==> config.mk <==
export PLATFORM = sky130hd
export DESIGN_NAME = row_sync_engine
export DESIGN_NICKNAME = d
export VERILOG_FILES = /design/src/rtl/row_sync_engine.sv
export SDC_FILE = /design/constraint.sdc
export NUM_CORES = 1
export LEC_CHECK = 0
export CAP_MARGIN = 20
export CORE_MARGIN = 4
export CORE_UTILIZATION = 40
export CTS_CLUSTER_SIZE = 14
export DETAILED_ROUTE_END_ITERATION = 6
export PLACE_DENSITY = 0.88
export SLEW_MARGIN = 20
export SYNTH_ARGS = -nofsm -noshare
export SYNTH_HDL_FRONTEND = slang
export SYNTH_SLANG_ARGS = --single-unit
==> constraint.sdc <==
create_clock -name clk -period 1.5 [get_ports clk]
set_clock_uncertainty 0.1 [all_clocks]
set_input_delay 0.15 -clock clk [delete_from_list [all_inputs] [get_ports clk]]
set_output_delay 0.15 -clock clk [all_outputs]
set_load 0.01 [all_outputs]
==> src/rtl/row_sync_engine.sv <==
// row_sync_engine: responder for row-cache misses. Writes back a dirty victim
// row from the row buffer to backing memory, fills the slot with the requested
// row, then pulses sync. All memory/buffer outputs are decoded from state.
//
// state   | meaning
// --------+-------------------------------------------------------------
// IDLE    | waiting for hold; request fields are latched on capture
// WB      | writing victim row beats from the row buffer to memory
// FILL    | reading target row beats into the row buffer
// DONE    | slot ready, sync pulses for this single cycle
// RELEASE | waiting for the cache to drop hold before accepting again
module row_sync_engine #(
    parameter int CHWIDTH   = 5,
    parameter int ADDRWIDTH = 17,
    parameter int BEATWIDTH = 3
) (
    input  logic                           clk,
    input  logic                           rst,
    input  logic                           hold,
    input  logic [ADDRWIDTH-1:0]           RowId,
    input  logic [CHWIDTH-1:0]             cRowId,
    input  logic                           victimValid,
    input  logic                           victimDirty,
    input  logic [ADDRWIDTH-1:0]           victimRowId,
    output logic                           memReq,
    output logic                           memWr,
    output logic [ADDRWIDTH+BEATWIDTH-1:0] memAddr,
    input  logic                           memAck,
    output logic [CHWIDTH+BEATWIDTH-1:0]   bufAddr,
    output logic                           bufWE,
    output logic                           busy,
    output logic                           sync
);

    typedef enum logic [2:0] {
        S_IDLE,
        S_WB,
        S_FILL,
        S_DONE,
        S_RELEASE
    } state_t;

    state_t                 state;
    state_t                 state_nxt;
    logic [BEATWIDTH-1:0]   beat;
    logic [ADDRWIDTH-1:0]   row_l;
    logic [ADDRWIDTH-1:0]   vrow_l;
    logic [CHWIDTH-1:0]     slot_l;
    logic                   beat_last;
    logic                   victim_hit;

    assign beat_last  = &beat;
    assign victim_hit = victimValid && (victimRowId == RowId);

    // State register.
    always_ff @(posedge clk) begin
        if (rst) begin
            state <= S_IDLE;
        end else begin
            state <= state_nxt;
        end
    end

    // Request capture and beat counter; the counter only wraps on the final
    // acknowledged beat of a row, which is also the phase change.
    always_ff @(posedge clk) begin
        if (rst) begin
            beat   <= '0;
            row_l  <= '0;
            vrow_l <= '0;
            slot_l <= '0;
        end else begin
            case (state)
                S_IDLE: begin
                    beat <= '0;
                    if (hold) begin
                        row_l  <= RowId;
                        vrow_l <= victimRowId;
                        slot_l <= cRowId;
                    end
                end
                S_WB, S_FILL: begin
                    if (memAck) begin
                        beat <= beat + {{(BEATWIDTH-1){1'b0}}, 1'b1};
                    end
                end
                default: begin
                    beat <= '0;
                end
            endcase
        end
    end

    // Next-state decode.
    always_comb begin
        state_nxt = state;
        case (state)
            S_IDLE: begin
                if (hold) begin
                    if (victim_hit) begin
                        state_nxt = S_DONE;
                    end else if (victimValid && victimDirty) begin
                        state_nxt = S_WB;
                    end else begin
                        state_nxt = S_FILL;
                    end
                end
            end
            S_WB: begin
                if (memAck && beat_last) begin
                    state_nxt = S_FILL;
                end
            end
            S_FILL: begin
                if (memAck && beat_last) begin
                    state_nxt = S_DONE;
                end
            end
            S_DONE: begin
                state_nxt = S_RELEASE;
            end
            S_RELEASE: begin
                if (!hold) begin
                    state_nxt = S_IDLE;
                end
            end
            default: begin
                state_nxt = S_IDLE;
            end
        endcase
    end

    // Output decode; addresses read zero outside the transfer states.
    always_comb begin
        memReq  = 1'b0;
        memWr   = 1'b0;
        memAddr = '0;
        bufAddr = '0;
        bufWE   = 1'b0;
        busy    = (state != S_IDLE);
        sync    = (state == S_DONE);
        case (state)
            S_WB: begin
                memReq  = 1'b1;
                memWr   = 1'b1;
                memAddr = {vrow_l, beat};
                bufAddr = {slot_l, beat};
            end
            S_FILL: begin
                memReq  = 1'b1;
                memAddr = {row_l, beat};
                bufAddr = {slot_l, beat};
                bufWE   = memAck;
            end
            default: begin
            end
        endcase
    end

endmodule

==> impl_summary.txt <==
----------------------------------------------------
[Power and ir drop]
  Leakage power summed over all cells ... about 0.0020 uW
  Peak supply drop ... between 0.0006 and 0.0007 V
  Power per unit of standard cell area ... 876 nW/um^2

[Yosys]
  Sequential cell area fraction in the yosys report ... 41.4%
  Synth Register Bits ... 45
  Count of cell types in the netlist ... 34
  Avg Synthesized Cell Area ... 8.18 um^2
  Net Count, Synth ... 313
  Gate Count Post-Synth ... approximately 270
  Synth warnings ... 0
  Synthesized area ... 2180 um^2

[CTS]
  H-tree level count ... 2
  Worst-path clk slew ... ~0.1 ns
  Number of buffers between clock root and the deepest sink ... 2
  TritonCTS sink count ... 45
  Cell chosen for the clock root ... sky130_fd_sc_hd__clkbuf_8
  Clock tree from TritonCTS ... yes
  Cts bufs inserted ... 5
  Clock latency on the worst-skew pair ... between 0.3 and 0.4 ns

[Critical path]
  Cell Chain, Critical Path ... nor3b_4, buf_4, buf_6, nor2_4, buf_6, nor2b_1, buf_2
  Data arrival time of the critical path ... 1.70 ns
  R2r startpoint ... state[1]
  FF-to-FF path depth ... 9
  Maximum fanout encountered on the critical timing path ... 5
  Worst path slowest cell ... sky130_fd_sc_hd__dfxtp_4
  Max stage delay on crit path ... 0.39 ns
  CP required ... approximately 1.3 ns
  Worst setup SP type ... register
  Critical path endpoint category ... output pin
  Critical Setup Path Class ... register to output pin
  Internal reg-to-reg setup slack ... -0.37 ns
  Buffer and inverter count on the worst path ... 4
  Critical path's most frequent cell ... sky130_fd_sc_hd__buf_6
  Critical path depth ... 7
  Critical path launch point ... state[0]
  Category of cells accounting for the largest share of critical-path delay ... buffers and inverters

[Place]
  Pre-CTS setup slack ... -0.424 ns
  # port buffers ... 77
  Final RePlAce weighted congestion ... 0.861
  Post-detail-place hpwl ... 4.73 mm
  Standard cell area after detailed placement ... 3150 um^2

[Timing]
  Shortest clock period the worst path allows after layout ... 1.95 ns
  Highest attainable clock frequency ... approximately 0.51 GHz
  Transition at the pin with the smallest max-transition slack ... 0.532 ns
  Normalized max-slew margin ... 64.2%
  Number of pins with negative max-slew slack in the final report ... 0
  Setup repair after global routing missed its margin ... true
  Post-route worst hold slack ... 0.0308 ns
  Final Hold Vio Count ... 0
  Crit share post-route ... 130%
  Final Worst Setup Slack ... -0.453 ns
  Final setup violating endpoints ... 75

[Min path]
  Path category of the worst min-delay check ... input pin to register
  Hold wc startpoint ... rst
  Hold Path Stages ... 2

[Cells and area]
  Reg area ... 915 um^2
  Commonest non-fill, non-tap cells in the layout ... 43 x sky130_fd_sc_hd__clkdlybuf4s50_1, 42 x sky130_fd_sc_hd__nand2_4, 41 x sky130_fd_sc_hd__buf_6
  Multi-input gate area in the final layout ... 1790 um^2
  Share of post-route cells with drive strength above 1 ... between 60% and 70%
  Utilization after layout ... around 85%
  Antenna fix cells ... 0
  Most common cell after layout, fill and taps aside ... sky130_fd_sc_hd__clkdlybuf4s50_1
  Layout fillers ... between 200 and 250
  Final Cell Area ... 4430 um^2
  Number of nets at the end of the flow ... 453
  Synth-to-layout area growth ... 104%

[Global route]
  Antenna violations before repair ... 0
  Largest net degree at the start of global routing ... 22
  Vias in the first global route ... 2,761
  Total routing resource utilization after global routing ... between 20 and 30%
  Overflow left after global routing ... 0
  First-pass GRT wire length ... 14.3 mm

[Status]
  Violated checks ... negative setup slack
  Outcome ... finished, violations left

[Die]
  Die span in y ... a little over 80 um
  Floorplan Core Area ... 5200 um^2
  Die Area ... 6680 um^2
  Number of placement rows ... 26
  Die span in x ... around 82 um
  Initial Utilization ... a little over two fifths
  I/O pin cnt ... 78

[Drt]
  Post-route DRC violation count ... 0
  Vias ... 2,811
  Routed WL ... 11.4 mm
  Average via count per standard cell ... 5.91
  First-pass iteration count of the detailed router ... 5
  Remaining antenna violation count after routing ... 0
  Number of DRC violations after detailed-routing iteration 0 ... 182
  Average detailed-routed wire length per instance ... 23.9 um

[Run]
  Max-cap violations ... 0

----------------------------------------------------
cells by family (layout without fill, tap and decap cells):
group	after synthesis	in the layout	synth area share [%]
simple gates	114	114	25.4
compound gates	64	64	18.7
flops	45	45	41.4
buf+inv	21	161	5.18
xor+xnor	18	18	7.25
fa+ha+maj	2	2	1.15
mux	2	2	0.920
cells in the mapped netlist:
master	number	area [um^2]
sky130_fd_sc_hd__nand2b_4	1	13.8
sky130_fd_sc_hd__buf_6	2	22.5
sky130_fd_sc_hd__and2_1	1	6.26
sky130_fd_sc_hd__nor2_2	1	6.26
sky130_fd_sc_hd__o21ai_1	1	5.00
sky130_fd_sc_hd__xnor2_1	2	17.5
sky130_fd_sc_hd__nor2b_1	11	68.8
sky130_fd_sc_hd__nor3b_4	1	18.8
sky130_fd_sc_hd__nand3_1	3	15.0
sky130_fd_sc_hd__o2bb2ai_1	1	8.76
sky130_fd_sc_hd__inv_1	1	3.75
sky130_fd_sc_hd__a21o_1	1	7.51
sky130_fd_sc_hd__a211oi_1	1	7.51
sky130_fd_sc_hd__o21bai_1	1	7.51
sky130_fd_sc_hd__clkbuf_1	7	26.3
sky130_fd_sc_hd__and3b_1	1	8.76
sky130_fd_sc_hd__a22o_1	17	149
sky130_fd_sc_hd__a21oi_1	40	200
sky130_fd_sc_hd__ha_1	2	25.0
sky130_fd_sc_hd__a2111oi_2	1	15.0
sky130_fd_sc_hd__buf_4	2	15.0
sky130_fd_sc_hd__nand4b_1	1	8.76
sky130_fd_sc_hd__nor2_1	2	7.51
sky130_fd_sc_hd__nor3b_1	2	15.0
sky130_fd_sc_hd__nor3_2	4	40.0
sky130_fd_sc_hd__buf_2	9	45.0
sky130_fd_sc_hd__nor4_1	4	25.0
sky130_fd_sc_hd__dfxtp_1	45	901
sky130_fd_sc_hd__nand2_1	78	293
sky130_fd_sc_hd__mux2i_1	2	20.0
sky130_fd_sc_hd__nand4_1	2	12.5
sky130_fd_sc_hd__or3_1	2	12.5
sky130_fd_sc_hd__xor2_1	16	140
sky130_fd_sc_hd__a22oi_1	1	7.51
layout make-up:
type / instances / share of cell area [%]
repair buffers: 153 / 34.5
well taps: 70 / 1.98
inverters: 1 / 0.0847
clock buffers: 5 / 1.55
multi-input cells: 200 / 40.4
flip-flops and latches: 45 / 20.6
clock inverters: 2 / 0.791
path summary, 6_finish.rpt:
path | endpoint
hold reg to reg | slot_l[1]
hold / removal | state[2]
setup reg to reg | slot_l[2]
setup / recovery | bufAddr[3]
routing by layer:
layer | GRT usage [%] | vias to the layer above | share of wire (%)
li1 | - | 1194 | -
met5 | 0 | - | 0
met2 | 49.8 | 214 | 48
met4 | 17.4 | 0 | 7.6
met1 | 32.0 | 1321 | 36
met3 | 8.00 | 82 | 8.3
sequential cells by signal, indices dropped and copies added (netlist names):
register  count
beat          3
row_l        17
slot_l        5
state         3
vrow_l       17
per-stage QoR:
| stage | instances | total power, uW | TNS, ns |
|---|---|---|---|
| 6_report | 476 | 3880 | -21.40 |
| 5_1_grt | 476 | 3980 | -24.37 |
| 2_1_floorplan | 266 | 1740 | -0.0260 |
| 3_5_place_dp | 419 | 2130 | -19.51 |
| 3_3_place_gp | 419 | 2100 | -16.99 |
| 4_1_cts | 467 | 3450 | -19.11 |
timing repair:
action,in CTS,in global routing
buffers inserted,35,15
hold buffers,0,0
endpoints found under the setup margin,74,75
gates cloned,8,1
pin swaps,68,85
resized for setup,251,115
report_power, final:
group	leakage (uW)	total (uW)	internal [uW]	switching, uW
sequential	0.000372	1370	1280	87.5
combinational	0.00153	1570	818	756
clock	0.0000540	935	485	450
total	0.00196	3880	2590	1290
worst register-to-register path: cells and delay by family, from the launching register on:
family,cells,cell delay [ns]
buf+inv,5,0.71
simple gates,3,0.47
flops,1,0.37
compound gates,1,0.15
Note: power is estimated with default switching activity, not from simulation.
